### src/rtl/partition_xfer_packer_pkg.sv
// Shared encodings and defaults for the partition boundary packer.
// Imported by the lane packer and the top-level FSM.
package partition_xfer_packer_pkg;

  localparam int WORD_W_DEF = 16;
  localparam int NWORDS_DEF = 4;

  typedef enum logic [1:0] {
    IDLE    = 2'd0,
    COLLECT = 2'd1,
    HOLD    = 2'd2
  } pxp_state_e;

endpackage

### src/rtl/partition_lane_packer.sv
// Lane counter and indexed write buffer.
// Packs boundary words LSB-first into one wide word.
module partition_lane_packer
  import partition_xfer_packer_pkg::*;
#(
  parameter int WORD_W = WORD_W_DEF,
  parameter int NWORDS = NWORDS_DEF
) (
  input  logic                     clk,
  input  logic                     rst,
  input  logic                     clr,
  input  logic                     wr_en,
  input  logic [WORD_W-1:0]        din,
  output logic [WORD_W*NWORDS-1:0] pack_q,
  output logic [WORD_W*NWORDS-1:0] pack_wr,
  output logic                     last_lane
);

  localparam int OUT_W  = WORD_W * NWORDS;
  localparam int LANE_W = (NWORDS > 1) ? $clog2(NWORDS) : 1;
  localparam logic [LANE_W-1:0] LAST = LANE_W'(NWORDS - 1);

  logic [LANE_W-1:0] lane_q, lane_d;
  logic [OUT_W-1:0]  pack_d;

  assign last_lane = (lane_q == LAST);

  // pack_wr is the buffer with this cycle's write applied, so a
  // same-cycle last word can be published without waiting a cycle.
  always_comb begin
    pack_wr = pack_q;
    if (wr_en)
      pack_wr[lane_q*WORD_W +: WORD_W] = din;
  end

  always_comb begin
    lane_d = lane_q;
    pack_d = pack_wr;
    if (clr) begin
      lane_d = '0;
      pack_d = '0;
    end else if (wr_en) begin
      lane_d = last_lane ? '0 : lane_q + LANE_W'(1);
    end
  end

  always_ff @(posedge clk) begin
    if (rst) begin
      lane_q <= '0;
      pack_q <= '0;
    end else begin
      lane_q <= lane_d;
      pack_q <= pack_d;
    end
  end

endmodule

### src/rtl/partition_xfer_packer.sv
// Collects NWORDS solver words per time step and publishes the packed
// word with a one-cycle valuation strobe at the step boundary.
module partition_xfer_packer
  import partition_xfer_packer_pkg::*;
#(
  parameter int WORD_W     = WORD_W_DEF,
  parameter int NWORDS     = NWORDS_DEF,
  parameter int STEP_CNT_W = 16
) (
  input  logic                     clk,
  input  logic                     rst,
  input  logic                     step_start,
  input  logic                     step_end,
  input  logic [WORD_W-1:0]        din,
  input  logic                     din_valid,
  output logic                     din_ready,
  output logic [WORD_W*NWORDS-1:0] pdata,
  output logic                     valuation_sig,
  output logic [STEP_CNT_W-1:0]    step_count,
  output logic                     underrun_err,
  output logic                     overrun_err,
  input  logic                     err_clr
);

  localparam int OUT_W = WORD_W * NWORDS;

  pxp_state_e state_q, state_d;

  logic [OUT_W-1:0]      pdata_q, pdata_d;
  logic                  vsig_q, vsig_d;
  logic [STEP_CNT_W-1:0] cnt_q, cnt_d;
  logic                  und_q, und_d;
  logic                  ovr_q, ovr_d;

  logic             clr, xfer, last_lane, complete;
  logic             pub, und_set, ovr_set;
  logic [OUT_W-1:0] pack_q, pack_wr;

  assign din_ready = (state_q == COLLECT);
  assign xfer      = din_valid & din_ready;
  assign complete  = xfer & last_lane;

  partition_lane_packer #(
    .WORD_W (WORD_W),
    .NWORDS (NWORDS)
  ) u_lane (
    .clk       (clk),
    .rst       (rst),
    .clr       (clr),
    .wr_en     (xfer),
    .din       (din),
    .pack_q    (pack_q),
    .pack_wr   (pack_wr),
    .last_lane (last_lane)
  );

  always_comb begin
    state_d = state_q;
    clr     = 1'b0;
    pub     = 1'b0;
    und_set = 1'b0;
    ovr_set = 1'b0;
    unique case (state_q)
      IDLE: begin
        und_set = step_end;
        if (step_start) begin
          clr     = 1'b1;
          state_d = COLLECT;
        end
      end
      COLLECT: begin
        if (step_end) begin
          pub     = complete;
          und_set = ~complete;
          clr     = 1'b1;
          state_d = step_start ? COLLECT : IDLE;
        end else if (step_start) begin
          ovr_set = 1'b1;
          clr     = 1'b1;
          state_d = COLLECT;
        end else if (complete) begin
          state_d = HOLD;
        end
      end
      HOLD: begin
        if (step_end) begin
          pub     = 1'b1;
          clr     = 1'b1;
          state_d = step_start ? COLLECT : IDLE;
        end else if (step_start) begin
          ovr_set = 1'b1;
          clr     = 1'b1;
          state_d = COLLECT;
        end
      end
      default: begin
        clr     = 1'b1;
        state_d = IDLE;
      end
    endcase
  end

  always_comb begin
    vsig_d  = pub;
    pdata_d = pub ? pack_wr : pdata_q;
    cnt_d   = cnt_q + (pub ? STEP_CNT_W'(1) : '0);
    und_d   = und_set | (und_q & ~err_clr);
    ovr_d   = ovr_set | (ovr_q & ~err_clr);
  end

  always_ff @(posedge clk) begin
    if (rst) begin
      state_q <= IDLE;
      pdata_q <= '0;
      vsig_q  <= 1'b0;
      cnt_q   <= '0;
      und_q   <= 1'b0;
      ovr_q   <= 1'b0;
    end else begin
      state_q <= state_d;
      pdata_q <= pdata_d;
      vsig_q  <= vsig_d;
      cnt_q   <= cnt_d;
      und_q   <= und_d;
      ovr_q   <= ovr_d;
    end
  end

  assign pdata         = pdata_q;
  assign valuation_sig = vsig_q;
  assign step_count    = cnt_q;
  assign underrun_err  = und_q;
  assign overrun_err   = ovr_q;

endmodule

### config.mk
export PLATFORM = sky130hd
export DESIGN_NAME = partition_xfer_packer
export DESIGN_NICKNAME = d
export VERILOG_FILES = /design/src/rtl/partition_xfer_packer_pkg.sv /design/src/rtl/partition_lane_packer.sv /design/src/rtl/partition_xfer_packer.sv
export SDC_FILE = /design/constraint.sdc
export NUM_CORES = 1
export LEC_CHECK = 0
export BUFFER_PORTS_ARGS = -buffer_cell sky130_fd_sc_hd__buf_4
export CORE_MARGIN = 2
export CORE_UTILIZATION = 25
export CTS_CLUSTER_DIAMETER = 60
export DETAILED_ROUTE_END_ITERATION = 10
export PLACE_DENSITY = 0.43
export SLEW_MARGIN = 0
export SYNTH_ARGS = -nofsm -noshare
export SYNTH_HDL_FRONTEND = slang
export SYNTH_SLANG_ARGS = --single-unit
### constraint.sdc
create_clock -name clk -period 7.3 [get_ports clk]
set_input_delay 2.19 -clock clk [delete_from_list [all_inputs] [get_ports clk]]
set_output_delay 2.19 -clock clk [all_outputs]
set_load 0.05 [all_outputs]
==> implementation parameters <==
Parameter                              Value

Outcome
  Outcome ... complete, no violations

Drt
  First-pass iteration count of the detailed router ... 5
  DRC violation count after routing ... 0
  Via density per instance ... roughly 4.7
  Iter 0 DRT Violations ... 354
  Number of nets still failing antenna checks after routing ... 0
  Detail-routed net length per standard cell ... 16.9 µm
  Total wire length ... 15900 µm
  Total number of vias ... 4396

Yosys
  Share of synthesized registers carrying an async set or reset ... 0%
  Synth Flop Type ... sky130_fd_sc_hd__dfxtp_1
  Leading post-synthesis cells by cell area ... sky130_fd_sc_hd__dfxtp_1 54%, sky130_fd_sc_hd__nor2_1 9.9%, sky130_fd_sc_hd__a22oi_1 8.5%
  Yosys synthesis warning count ... 0
  Area share of the largest cell type after synthesis ... 53.6%
  Cell count after synthesis ... 565
  Largest area contributor in the netlist ... sky130_fd_sc_hd__dfxtp_1
  Flip-flop and latch count after synthesis ... 151
  Mean instance size in the synthesized netlist ... 9.98 µm²
  Netlist cell types ... 39
  Post-synth EDFFs ... 0
  Sequential cell area fraction in the yosys report ... 53.6%
  Netlist area before placement ... 5640 µm²
  Syn_nets ... 599

Critical path
  Worst Reg2Reg Path Length in Cells ... 10
  Critical R2R Capture ... step_count[12]$_SDFF_PP0_
  Register-to-register setup slack ... between 3000 and 4000 ps
  Element type at the critical path end ... register
  Crit-path max FO ... 39
  Critical path data required time ... 7580 ps
  Startpoint types ... primary input
  R2R Path Start ... state_q[1]$_SDFFE_PP0P_
  Signal arrival time at the worst endpoint ... 4740 ps
  Setup CP Type ... in2reg

Global routing
  First-pass GRT wire length ... 25100 µm
  Antenna violations before repair ... 0
  Via count of the first global-routing pass ... about 4400
  Residual overflow from global routing ... 0
  Pin count of the biggest net entering global routing ... 94
  GRT Resource Usage Total ... 13.7%

Clock tree
  Worst-Skew Late Latency ... 420 ps
  Clock Tree Buf Depth ... 2
  CTS tree ... done
  Setup Fix Bufs, Post-CTS ... 0
  Number of resized instances in the post-cts repair step ... 0
  Cts hold-fix bufs ... 0
  Number of clock sinks seen by CTS ... 151
  Clock H-tree levels ... 4
  Number of clock buffers inserted by TritonCTS ... 17
  Clock-pin slew on the worst setup and hold paths ... 60 ps
  Cell at the root of the clock tree ... sky130_fd_sc_hd__clkbuf_16

STA
  Slew Limit Headroom ... 33.7%
  Share of the clock period used by the worst path after layout ... 61.1%
  Count of final max-slew check failures ... 0
  Post-Route Skew ... about 8.5 ps
  Shortest clock period the worst path allows after layout ... 4460 ps
  Final setup TNS ... 0 ps
  Setup-failing EPs final ... 0
  Slew @ Worst Pin ... 994 ps
  Max Freq ... around 220 MHz
  Number of hold violations in the final report ... 0
  RSZ-0062 raised after global routing ... no

Hold path
  Hold depth ... 2
  Type of the worst min-delay path ... reg2reg
  Worst-case hold path end point ... overrun_err$_SDFF_PP0_
  HP Start ... overrun_err$_SDFF_PP0_

Die
  Die boundary height ... 154 µm
  Die X-Extent ... ~150 µm
  Starting utilization of the core area ... 25.7%
  Area of the die ... between 20000 and 25000 µm²
  Core area ... 22000 µm²
  Total number of placement rows ... 54
  I/O pin count ... around 110

Cells and area
  Most common cell after layout, fill and taps aside ... sky130_fd_sc_hd__dfxtp_1
  Share of final-layout standard cells stronger than drive strength 1 ... around 26%
  Core Util, Final ... 32.6%
  Fill cells ... 2215
  Leading cell types in the layout, fill and taps excluded ... 151 x sky130_fd_sc_hd__dfxtp_1, 148 x sky130_fd_sc_hd__nor2_1, 108 x sky130_fd_sc_hd__buf_4, 64 x sky130_fd_sc_hd__a22oi_1, 42 x sky130_fd_sc_hd__a211oi_1
  Nets ... between 600 and 700
  Ant. Diodes ... 0
  Signed area change from the synthesized netlist to the final layout ... 27.1%

Placed design
  Half-perimeter wire length after detailed placement ... between 10000 and 15000 µm
  Final Wtd Congestion ... 0.725
  Count of input and output buffers ... 105

Power and ir drop
  Power density of the placed cells ... roughly 250 nW/µm²
  Switch share ... 23.8%
  VDD IR-drop max ... between 0.1 and 0.15 mV
  Logic gate share of total power ... 5.4%
  Switching component of the power ... 428 µW
  Pleak ... 2.55 nW
  Sequential Power Share ... 46.3%
  Clock power frac ... 48.2%
  Power Internal ... between 1 and 1.5 mW

Job
  Count of maximum capacitance violations ... 0
[cell families after synthesis]
family,Yosys count,synth area share (%)
and+or+nand+nor,195,16.0
DFF,151,53.6
AOI/OAI and AO/OA,143,20.8
buffers and inverters,50,4.77
xor gates and xnor gates,13,2.02
adders and majority gates,12,2.66
muxes,1,0.178
[power by group through the flow]
stage | clock network, mW | registers (mW) | logic [mW]
5_1_grt | 0.932 | 0.834 | 0.105
4_1_cts | 0.892 | 0.834 | 0.0993
3_5_place_dp | 0 | 0.853 | 0.0992
3_3_place_gp | 0 | 0.852 | 0.0980
2_1_floorplan | 0 | 0.861 | 0.0525
6_report | 0.868 | 0.834 | 0.0976
[registers in the layout, summed over array words and instances, names as in the netlist]
signal	cells
overrun_err	1
u_lane.lane_q	2
pdata	64
u_lane.pack_q	64
valuation_sig	1
step_count	16
state_q	2
underrun_err	1
[Yosys cell counts, types with 2 or more instances]
master	number
sky130_fd_sc_hd__buf_4	4
sky130_fd_sc_hd__inv_1	8
sky130_fd_sc_hd__a211oi_2	23
sky130_fd_sc_hd__buf_2	17
sky130_fd_sc_hd__nand3b_1	2
sky130_fd_sc_hd__a21oi_1	5
sky130_fd_sc_hd__dfxtp_1	151
sky130_fd_sc_hd__a22oi_1	64
sky130_fd_sc_hd__nor3_1	5
sky130_fd_sc_hd__clkbuf_1	14
sky130_fd_sc_hd__nor4_1	5
sky130_fd_sc_hd__nand4_1	3
sky130_fd_sc_hd__nand3_1	9
sky130_fd_sc_hd__nor2_1	148
sky130_fd_sc_hd__nand3_4	2
sky130_fd_sc_hd__xnor2_1	12
sky130_fd_sc_hd__o21ai_0	2
sky130_fd_sc_hd__nand2_1	8
sky130_fd_sc_hd__buf_6	6
sky130_fd_sc_hd__ha_1	12
sky130_fd_sc_hd__a211oi_1	42
sky130_fd_sc_hd__nor2b_1	6
[final cells by class]
type / instances / area [µm²] / area share [%]
clock buffers: 19 / 443 / 6.18
clock inverters: 12 / 143 / 1.99
inverters: 8 / 30.0 / 0.419
multi-input cells: 364 / 2370 / 33.0
flip-flops and latches: 151 / 3020 / 42.2
well taps: 280 / 350 / 4.89
repair buffers: 108 / 811 / 11.3
[critical path, stage by stage]
cell and delay [ps]:
sky130_fd_sc_hd__buf_4 160, sky130_fd_sc_hd__nand3_4 230, sky130_fd_sc_hd__a21oi_4 850, sky130_fd_sc_hd__ha_1 290, sky130_fd_sc_hd__ha_1 180, sky130_fd_sc_hd__nand3_1 210, sky130_fd_sc_hd__nor4_1 390, sky130_fd_sc_hd__xnor2_1 160
sky130_fd_sc_hd__nor2_1 50
[per-stage QoR]
| step | cells | setup WS, ps | instance area [µm²] | hold slack, ps | total power [mW] |
|---|---|---|---|---|---|
| 2_1_floorplan | 565 | 3130 | 5640 | 469 | 0.913 |
| 3_3_place_gp | 911 | 2510 | 6580 | 458 | 0.950 |
| 3_5_place_dp | 911 | 2400 | 6580 | 471 | 0.952 |
| 4_1_cts | 942 | 2840 | 7170 | 479 | 1.83 |
| 5_1_grt | 942 | 2530 | 7170 | 525 | 1.87 |
| 6_report | 942 | 2840 | 7170 | 478 | 1.80 |
[layer usage]
metal  track usage [%]  wire (µm)
met1              18.2       7540
met2              21.5       7370
met5                 0          0
met4              3.60        125
met3              4.09        887
[worst max path at each step]
stage	startpoint	depth (start not counted)	end
after floorplan	din_valid	11	step_count[12]$_SDFF_PP0_
after global placement	din_valid	9	step_count[14]$_SDFF_PP0_
after detailed placement	din_valid	9	step_count[12]$_SDFF_PP0_
after CTS	din_valid	9	step_count[12]$_SDFF_PP0_
after global routing	din_valid	6	pdata[28]$_SDFFE_PP0P_
final	din_valid	9	step_count[12]$_SDFF_PP0_
Note: power is estimated with default switching activity, not from simulation.
